**src/rtl/memory_arbiter_pkg.sv**
```systemverilog
// rtl/memory_arbiter_pkg.sv - shared encodings and helpers for the unified-memory arbiter
package memory_arbiter_pkg;

  typedef enum logic [1:0] {
    ARB_IDLE = 2'd0,
    ARB_BUSY = 2'd1,
    ARB_RESP = 2'd2
  } arb_state_e;

  typedef enum logic {
    ARB_OWNER_IF = 1'b0,
    ARB_OWNER_DM = 1'b1
  } arb_owner_e;

  localparam int ARB_CNT_W = 8;

  // The watchdog counter must never wrap back below the timeout value.
  function automatic logic [ARB_CNT_W-1:0] sat_inc8(input logic [ARB_CNT_W-1:0] v);
    return (v == {ARB_CNT_W{1'b1}}) ? v : v + 1'b1;
  endfunction

endpackage

```
**src/rtl/memory_arbiter_if.sv**
```systemverilog
// rtl/memory_arbiter_if.sv - fetch, data and memory-side signals of the arbiter
interface memory_arbiter_if;

  logic        if_req;
  logic [31:0] if_addr;
  logic [31:0] if_rdata;
  logic        if_ready;

  logic        dm_req;
  logic        dm_we;
  logic [31:0] dm_addr;
  logic [31:0] dm_wdata;
  logic [3:0]  dm_wmask;
  logic [31:0] dm_rdata;
  logic        dm_ready;
  logic        write_done;

  logic        mem_req;
  logic        mem_we;
  logic [31:0] mem_addr;
  logic [31:0] mem_wdata;
  logic [3:0]  mem_wmask;
  logic [31:0] mem_rdata;
  logic        mem_ready;

  logic        bus_error;

  modport slave (
    input  if_req, if_addr,
    input  dm_req, dm_we, dm_addr, dm_wdata, dm_wmask,
    input  mem_rdata, mem_ready,
    output if_rdata, if_ready,
    output dm_rdata, dm_ready, write_done,
    output mem_req, mem_we, mem_addr, mem_wdata, mem_wmask,
    output bus_error
  );

  modport master (
    output if_req, if_addr,
    output dm_req, dm_we, dm_addr, dm_wdata, dm_wmask,
    output mem_rdata, mem_ready,
    input  if_rdata, if_ready,
    input  dm_rdata, dm_ready, write_done,
    input  mem_req, mem_we, mem_addr, mem_wdata, mem_wmask,
    input  bus_error
  );

endinterface

```
**src/rtl/memory_arbiter.sv**
```systemverilog
// rtl/memory_arbiter.sv - round-robin sequencer sharing one memory between fetch and load/store
module memory_arbiter
  import memory_arbiter_pkg::*;
#(
  parameter int TIMEOUT_CYCLES = 255
) (
  input logic             clk,
  input logic             reset,
  memory_arbiter_if.slave bus
);

  localparam logic [ARB_CNT_W-1:0] TIMEOUT_LIMIT = ARB_CNT_W'(TIMEOUT_CYCLES);

  arb_state_e           state;
  arb_state_e           state_next;
  arb_owner_e           owner;
  arb_owner_e           last_grant;
  arb_owner_e           grant;
  logic [ARB_CNT_W-1:0] busy_cnt;
  logic [ARB_CNT_W-1:0] busy_cnt_inc;
  logic                 any_req;
  logic                 mem_hit;
  logic                 expire;

  assign any_req      = bus.if_req | bus.dm_req;
  assign grant        = (bus.dm_req && (!bus.if_req || last_grant == ARB_OWNER_IF))
                        ? ARB_OWNER_DM : ARB_OWNER_IF;
  assign busy_cnt_inc = sat_inc8(busy_cnt);
  assign mem_hit      = (state == ARB_BUSY) && bus.mem_ready;
  // A completion in the expiry cycle takes priority over the abort.
  assign expire       = (state == ARB_BUSY) && !bus.mem_ready && (busy_cnt_inc == TIMEOUT_LIMIT);

  always_ff @(posedge clk) begin
    if (reset) begin
      state <= ARB_IDLE;
    end else begin
      state <= state_next;
    end
  end

  always_comb begin
    state_next = state;
    case (state)
      ARB_IDLE: if (any_req) state_next = ARB_BUSY;
      ARB_BUSY: if (mem_hit || expire) state_next = ARB_RESP;
      ARB_RESP: state_next = ARB_IDLE;
      default:  state_next = ARB_IDLE;
    endcase
  end

  always_comb begin
    bus.if_ready   = (state == ARB_RESP) && (owner == ARB_OWNER_IF);
    bus.dm_ready   = (state == ARB_RESP) && (owner == ARB_OWNER_DM);
    bus.write_done = (state == ARB_RESP) && (owner == ARB_OWNER_DM) && bus.mem_we;
  end

  always_ff @(posedge clk) begin
    if (reset) begin
      owner         <= ARB_OWNER_IF;
      last_grant    <= ARB_OWNER_IF;
      busy_cnt      <= '0;
      bus.mem_req   <= 1'b0;
      bus.mem_we    <= 1'b0;
      bus.mem_addr  <= '0;
      bus.mem_wdata <= '0;
      bus.mem_wmask <= '0;
      bus.if_rdata  <= '0;
      bus.dm_rdata  <= '0;
      bus.bus_error <= 1'b0;
    end else begin
      case (state)
        ARB_IDLE: begin
          if (any_req) begin
            owner       <= grant;
            busy_cnt    <= '0;
            bus.mem_req <= 1'b1;
            if (grant == ARB_OWNER_DM) begin
              bus.mem_we    <= bus.dm_we;
              bus.mem_addr  <= bus.dm_addr;
              bus.mem_wdata <= bus.dm_we ? bus.dm_wdata : 32'd0;
              bus.mem_wmask <= bus.dm_we ? bus.dm_wmask : 4'b0000;
            end else begin
              bus.mem_we    <= 1'b0;
              bus.mem_addr  <= bus.if_addr;
              bus.mem_wdata <= 32'd0;
              bus.mem_wmask <= 4'b0000;
            end
          end
        end
        ARB_BUSY: begin
          busy_cnt <= busy_cnt_inc;
          if (mem_hit) begin
            bus.mem_req <= 1'b0;
            if (!bus.mem_we) begin
              if (owner == ARB_OWNER_DM) bus.dm_rdata <= bus.mem_rdata;
              else                       bus.if_rdata <= bus.mem_rdata;
            end
          end else if (expire) begin
            bus.mem_req   <= 1'b0;
            bus.bus_error <= 1'b1;
            if (owner == ARB_OWNER_DM) bus.dm_rdata <= 32'd0;
            else                       bus.if_rdata <= 32'd0;
          end
        end
        ARB_RESP: last_grant <= owner;
        default: ;
      endcase
    end
  end

endmodule

```
**src/flat_wrapper.sv**
```systemverilog
// flat-port wrapper written by rule: the top's interface ports become plain ports
module memory_arbiter_flat import memory_arbiter_pkg::*;
#(
  parameter int TIMEOUT_CYCLES = 255
)
  (clk, reset, bus_if_req, bus_if_addr, bus_dm_req, bus_dm_we, bus_dm_addr, bus_dm_wdata, bus_dm_wmask, bus_mem_rdata, bus_mem_ready, bus_if_rdata, bus_if_ready, bus_dm_rdata, bus_dm_ready, bus_write_done, bus_mem_req, bus_mem_we, bus_mem_addr, bus_mem_wdata, bus_mem_wmask, bus_bus_error);
  memory_arbiter_if bus_i ();
  input logic clk;
  input logic reset;
  input wire logic [$bits(bus_i.if_req)-1:0] bus_if_req;
  input wire logic [$bits(bus_i.if_addr)-1:0] bus_if_addr;
  input wire logic [$bits(bus_i.dm_req)-1:0] bus_dm_req;
  input wire logic [$bits(bus_i.dm_we)-1:0] bus_dm_we;
  input wire logic [$bits(bus_i.dm_addr)-1:0] bus_dm_addr;
  input wire logic [$bits(bus_i.dm_wdata)-1:0] bus_dm_wdata;
  input wire logic [$bits(bus_i.dm_wmask)-1:0] bus_dm_wmask;
  input wire logic [$bits(bus_i.mem_rdata)-1:0] bus_mem_rdata;
  input wire logic [$bits(bus_i.mem_ready)-1:0] bus_mem_ready;
  output wire logic [$bits(bus_i.if_rdata)-1:0] bus_if_rdata;
  output wire logic [$bits(bus_i.if_ready)-1:0] bus_if_ready;
  output wire logic [$bits(bus_i.dm_rdata)-1:0] bus_dm_rdata;
  output wire logic [$bits(bus_i.dm_ready)-1:0] bus_dm_ready;
  output wire logic [$bits(bus_i.write_done)-1:0] bus_write_done;
  output wire logic [$bits(bus_i.mem_req)-1:0] bus_mem_req;
  output wire logic [$bits(bus_i.mem_we)-1:0] bus_mem_we;
  output wire logic [$bits(bus_i.mem_addr)-1:0] bus_mem_addr;
  output wire logic [$bits(bus_i.mem_wdata)-1:0] bus_mem_wdata;
  output wire logic [$bits(bus_i.mem_wmask)-1:0] bus_mem_wmask;
  output wire logic [$bits(bus_i.bus_error)-1:0] bus_bus_error;
  assign bus_i.if_req = bus_if_req;
  assign bus_i.if_addr = bus_if_addr;
  assign bus_i.dm_req = bus_dm_req;
  assign bus_i.dm_we = bus_dm_we;
  assign bus_i.dm_addr = bus_dm_addr;
  assign bus_i.dm_wdata = bus_dm_wdata;
  assign bus_i.dm_wmask = bus_dm_wmask;
  assign bus_i.mem_rdata = bus_mem_rdata;
  assign bus_i.mem_ready = bus_mem_ready;
  assign bus_if_rdata = bus_i.if_rdata;
  assign bus_if_ready = bus_i.if_ready;
  assign bus_dm_rdata = bus_i.dm_rdata;
  assign bus_dm_ready = bus_i.dm_ready;
  assign bus_write_done = bus_i.write_done;
  assign bus_mem_req = bus_i.mem_req;
  assign bus_mem_we = bus_i.mem_we;
  assign bus_mem_addr = bus_i.mem_addr;
  assign bus_mem_wdata = bus_i.mem_wdata;
  assign bus_mem_wmask = bus_i.mem_wmask;
  assign bus_bus_error = bus_i.bus_error;
  memory_arbiter #(.TIMEOUT_CYCLES(TIMEOUT_CYCLES)) u_core (.clk(clk), .reset(reset), .bus(bus_i));
endmodule
```
**config.mk**
```make
export PLATFORM = sky130hd
export DESIGN_NAME = memory_arbiter_flat
export DESIGN_NICKNAME = d
export VERILOG_FILES = /design/src/rtl/memory_arbiter_pkg.sv /design/src/rtl/memory_arbiter_if.sv /design/src/rtl/memory_arbiter.sv /design/src/flat_wrapper.sv
export SDC_FILE = /design/constraint.sdc
export NUM_CORES = 1
export LEC_CHECK = 0
export BUFFER_PORTS_ARGS = -buffer_cell sky130_fd_sc_hd__buf_4
export CAP_MARGIN = 20
export CORE_MARGIN = 3
export CORE_UTILIZATION = 40
export DETAILED_ROUTE_END_ITERATION = 7
export PLACE_DENSITY = 0.73
export SLEW_MARGIN = 40
export SYNTH_ARGS = -nofsm -noshare
export SYNTH_HDL_FRONTEND = slang
export SYNTH_SLANG_ARGS = --single-unit
```
**constraint.sdc**
```tcl
create_clock -name clk -period 3.1 [get_ports clk]
set_clock_uncertainty 0.2 [all_clocks]
set_input_delay 0 -clock clk [delete_from_list [all_inputs] [get_ports clk]]
set_output_delay 0 -clock clk [all_outputs]
set_load 0.03 [all_outputs]
```
# Word-level counts from Yosys, hierarchy flattened
# Index checks and enable logic that the tools add are counted.
# Widths: inputs -> output; s select.
dict set report classes {
  n_mux 27
  reduce_logical 21
  add_sub_neg 1
  eq_ne 8
  bitwise 4
}
# operator n
set op_table {}
lappend op_table {{$mux 32} 13}
lappend op_table {{$eq 8x8->1 const B} 2}
lappend op_table {{$mux 8} 2}
lappend op_table {{$pmux 8 s2} 1}
lappend op_table {{$add 8x1->8 const B} 1}
lappend op_table {{$mux 4} 2}
lappend op_table {{$reduce_and 4->1} 2}
lappend op_table {{$logic_and 1x1->1} 7}
lappend op_table {{$reduce_and 2->1} 3}
lappend op_table {{$reduce_and 3->1} 2}
lappend op_table {{$mux 1} 5}
lappend op_table {{$mux 2} 2}
lappend op_table {{$ne 2x2->1 const B} 2}
lappend op_table {{$pmux 2 s2} 1}
lappend op_table {{$reduce_bool 2->1} 2}
lappend op_table {{$ne 3x1->1 const B} 1}
lappend op_table {{$not 1->1} 3}
lappend op_table {{$eq 2x1->1 const B} 1}
lappend op_table {{$eq 2x2->1 const B} 1}
lappend op_table {{$logic_not 1->1} 2}
lappend op_table {{$logic_not 2->1} 1}
lappend op_table {{$logic_or 1x1->1} 2}
lappend op_table {{$ne 2x1->1 const B} 1}
lappend op_table {{$pmux 1 s2} 1}
lappend op_table {{$or 1x1->1} 1}
dict set report word_totals {
  out_inout_bits 138
  word_cells 73
  in_bits 138
  reg_bits 147
}

# Longest topological paths before layout
dict set report logic_depth {
  word_depth 7
  ltp_mapped 8
  ltp_nobuf 6
}

# Worst setup path before layout
# OpenSTA, ideal clock, no wires.
dict set report synth_path {
  path_type {reg-to-reg}
  from {reg u_core.busy_cnt[0]}
  to {reg u_core.bus.dm_rdata[0]}
  setup_ns 0.125
  arrival_time_ns 2.118
  required_ns 2.775
  stages_incl_launch_ff 8
  synth_period_minus_slack_ns 2.444
  slack_ns 0.656
  n_path_buf 1
  path_cell_list {dfxtp_1 ha_1 nand3_1 or3_1 a211o_1 o41ai_4 clkbuf_2 o21ai_0}
}
dict set report synth_via {
  elab_chain_cells 6
  elab_cells_between_ends 7
  classes_between {add/sub (1); eq/ne (2); mux (1); reduce/logical (3)}
}
# element line
set synth_lines {}
lappend synth_lines {{start: declaration} memory_arbiter.sv:19} ;# logic [ARB_CNT_W-1:0] busy_cnt;
lappend synth_lines {{start signal: assignment} memory_arbiter.sv:91} ;# busy_cnt <= busy_cnt_inc;
lappend synth_lines {{$add 8x1->8 / $eq 8x8->1 (equally long branches)} memory_arbiter_pkg.sv:19} ;# return (v == {ARB_CNT_W{1'b1}}) ? v : v + 1'b1;
lappend synth_lines {{$mux 8 (*)} memory_arbiter_pkg.sv:19}
lappend synth_lines {{$eq 8x8->1 (*)} memory_arbiter.sv:31} ;# assign expire = (state == ARB_BUSY) && !bus.mem_ready && (busy_cnt_inc == TIMEOUT_LIMIT);
lappend synth_lines {{$logic_and 1x1->1 (*)} memory_arbiter.sv:31}
lappend synth_lines {{$reduce_bool 2->1 (no source line) (*)} n/a}
lappend synth_lines {{$reduce_and 4->1 (no source line) (*)} n/a}
lappend synth_lines {{end signal: assignment} memory_arbiter.sv:95} ;# if (owner == ARB_OWNER_DM) bus.dm_rdata <= bus.mem_rdata;
lappend synth_lines {{end: declaration} memory_arbiter_if.sv:33} ;# output dm_rdata, dm_ready, write_done,
# Every way passes the cells marked *; elsewhere a longest branch is shown, timed or not.
# A chain may end at the register's enable or synchronous reset.

# Worst setup path after layout
dict set report layout_path {
  from {reg u_core.busy_cnt[0]}
  to {reg u_core.bus.dm_rdata[25]}
}
# The elaborated chain is that of the path after synthesis.

==> results.json <==
{
  "status": "completed",
  "clk_latency_ps": 410,
  "viasPerCell": 5.234,
  "worstSetupStartpointType": "register",
  "synth_top_area_share_pct": 49.64,
  "cpLargestDelayFamily": "compound AO/OA/AOI/OAI gates",
  "worst-path-buf-inv": 1,
  "min_delay_worst_endpoint": "u_core.bus.mem_we$_SDFFE_PP0P_",
  "met2_usage_pct": 42.70,
  "diodes": 0,
  "finalWirelength_um": 21280,
  "critical_path.max_fanout": 64,
  "first_pass_iters": 4,
  "rsz0062_at_grt": "no",
  "p_leak_uw": 0.004298,
  "cts-root-buf": "clkbuf_16",
  "grt_antenna_before_repair": 0,
  "synth_edf_count": 0,
  "overflow": 0,
  "grt_pass1_vias": 6379,
  "tritoncts": "done",
  "area.growth.synth_to_final_pct": 72.14,
  "cts_setup_buffers": 0,
  "cts_sinks": 147,
  "final.setup.tns_ps": 0,
  "critPathMaxStageDelay_ps": 460,
  "layout-drive-gt1-share_pct": 30.67,
  "grt_max_degree": 71,
  "ys_warn_count": 0,
  "cts-buffers-inserted": 17,
  "ys_top_cells_by_count": "147 x dfxtp_1, 84 x nor2_1, 70 x inv_1",
  "clk_pin_slew_ps": 60,
  "grt_pass1_wl_um": 33120,
  "drcViolationCount": 0,
  "die_y_um": 127.7,
  "place.gp.congestion": 0.7744,
  "synth_area_per_cell_um2": 9.065,
  "nets": 1192,
  "die_w_um": 127.7,
  "whs_ps": 136.2,
  "hold_class": "primary input to register",
  "grt_use_total_pct": 25.06,
  "critical_path_class": "register to register",
  "dr_total_vias": 6506,
  "r2r_cells": 7,
  "synthTopCellsByArea": "dfxtp_1 50%, a32oi_1 9.5%, mux2i_1 5.6%",
  "worstPathRequired_ps": 3190,
  "synth.most_common_cell": "dfxtp_1",
  "seq_power_share_pct": 40.3,
  "power_density_nw_per_um2": 497.8,
  "finalCritPeriodShare_pct": 88.37,
  "rr_endpoint": "u_core.bus.dm_rdata[25]$_SDFFE_PP0P_",
  "ant_nets": 0,
  "p_comb_share_pct": 20.1,
  "maxCapViolCount": 0,
  "cts_resized": 0,
  "fillers": 998,
  "core-area_um2": 14200,
  "seq_area_frac_synth_pct": 49.64,
  "dpl.hpwl_um": 12440,
  "hold_viol": 0,
  "syn_inst": 654,
  "ys_ff_latch": 147,
  "num_rows": 43,
  "drt_iter0_markers": 345,
  "p_switching_uw": 1353,
  "syn_nets": 793,
  "endpoint_kind": "register",
  "cts-htree-levels": 4,
  "grt_use_met3_pct": 7.417,
  "synth_top_cell_by_area": "dfxtp_1",
  "cp_data_arrival_time_ps": 2830,
  "min_path_cells": 5,
  "setup-violations-final": 0,
  "grt_use_met1_pct": 29.52,
  "ys.flop_type": "dfxtp_1",
  "fmax_ghz": 0.3650,
  "die_area_um2": 16320,
  "syn_area_um2": 5928,
  "io_pins": 276,
  "clock_path_buffers": 2,
  "drt-wirelength-per-cell_um": 17.12,
  "pwr-share-clk_pct": 39.7,
  "multi_input_area_um2": 2541,
  "crit_chain": "ha_1, nand3_1, or3_1, a211o_1, o41ai_4, buf_12, o21ai_0",
  "power_switching_share_pct": 26.63,
  "synth_cell_types": 45,
  "ir_worst_vdd_mv": 0.3562,
  "cp_slowest_cell": "dfxtp_1",
  "busiest_layer": "met2",
  "tightest_slew_ps": 663.8,
  "seq_area_um2": 2943,
  "min_from": "bus_dm_we",
  "start_util_pct": 41.74,
  "rrSetupSlack_ps": 360,
  "port-buffer-count": 275,
  "relSlewSlack_pct": 55.75,
  "timing.rr.start": "u_core.busy_cnt[0]$_SDFFE_PP0P_",
  "period_needed_ps": 2739,
  "slew_viol_final": 0,
  "p_int_uw": 3727,
  "async_reset_ff_share_pct": 0
}
per-layer routing:
| metal | routed length [um] | vias to the layer above |
|---|---|---|
| met5 | 0 | - |
| met4 | 580 | 0 |
| met3 | 1653 | 50 |
| met2 | 10520 | 264 |
| met1 | 8523 | 3016 |
| li1 | - | 3176 |
through the flow:
step / worst slack [ps] / util, % / power, uW / instances / cell area (um^2)
after global routing: 181.7 / 71.85 / 5285 / 1243 / 10200
final: 360.5 / 71.85 / 5080 / 1243 / 10200
after floorplan: 656.2 / - / 2534 / 654 / 5928
after global placement: 542.5 / 57.36 / 2901 / 1066 / 8147
after detailed placement: 430.9 / 57.36 / 2908 / 1066 / 8147
after CTS: 429.0 / 71.85 / 5097 / 1243 / 10200
cell type report:
type	count	area share, %
flip-flops and latches	147	28.84
clock inverters	5	0.7357
inverters	70	2.575
multi-input cells	381	24.90
well taps	180	2.207
repair buffers	436	35.83
clock buffers	24	4.917
state kept, by name, indices dropped and copies added, names as in the netlist:
| signal | flops |
|---|---|
| u_core.bus.mem_wdata | 32 |
| u_core.bus.mem_wmask | 4 |
| u_core.bus.mem_we | 1 |
| u_core.bus.mem_addr | 32 |
| u_core.bus.bus_error | 1 |
| u_core.busy_cnt | 8 |
| u_core.bus.mem_req | 1 |
| u_core.last_grant | 1 |
| u_core.state | 2 |
| u_core.bus.dm_rdata | 32 |
| u_core.owner | 1 |
| u_core.bus.if_rdata | 32 |
timing repair:
action,in CTS,in global routing
endpoints found under the setup margin,0,0
hold endpoints to repair,141,0
hold buffers,148,0
power groups by stage:
stage | sequential [uW] | clock, uW | combinational [uW]
after global placement | 2080 | 0 | 823
final | 2040 | 2020 | 1020
after detailed placement | 2080 | 0 | 828
after CTS | 2040 | 2060 | 999
after global routing | 2060 | 2140 | 1090
after floorplan | 2240 | 0 | 292
placed cells by master (no fill, tap or decap), drive strengths merged, types with 33 or more instances in the layout:
cell type,Yosys,layout
dlygate4sd3,0,148
dfxtp,147,147
a32oi,64,64
a22oi,36,36
nor2,84,84
o21ai,68,68
a211oi,35,35
mux2i,33,33
inv,70,70
buf,8,288
worst max path at each step:
stage | startpoint | end | cells after the start
6_report | u_core.busy_cnt[0]$_SDFFE_PP0P_ | u_core.bus.dm_rdata[25]$_SDFFE_PP0P_ | 7
5_1_grt | u_core.busy_cnt[0]$_SDFFE_PP0P_ | u_core.bus.dm_rdata[25]$_SDFFE_PP0P_ | 7
4_1_cts | u_core.busy_cnt[0]$_SDFFE_PP0P_ | u_core.bus.dm_rdata[6]$_SDFFE_PP0P_ | 7
3_5_place_dp | u_core.busy_cnt[0]$_SDFFE_PP0P_ | u_core.bus.dm_rdata[27]$_SDFFE_PP0P_ | 7
3_3_place_gp | u_core.busy_cnt[0]$_SDFFE_PP0P_ | u_core.bus.dm_rdata[7]$_SDFFE_PP0P_ | 7
2_1_floorplan | u_core.busy_cnt[0]$_SDFFE_PP0P_ | u_core.bus.dm_rdata[0]$_SDFFE_PP0P_ | 7
cell families after synthesis:
kind of cell	Yosys count	share of synthesized area [%]
AOI/OAI and AO/OA	223	26.85
adders and majority gates	1	0.2110
buffers and inverters	126	8.273
DFF	147	49.64
muxes	34	5.762
and+or+nand+nor	123	9.266
worst min-delay path: stages:
cell and delay [ps]:
buf_4 100, and3_1 130, buf_4 250, a21oi_1 160
nor2_1 40
Note: power is estimated with default switching activity, not from simulation.
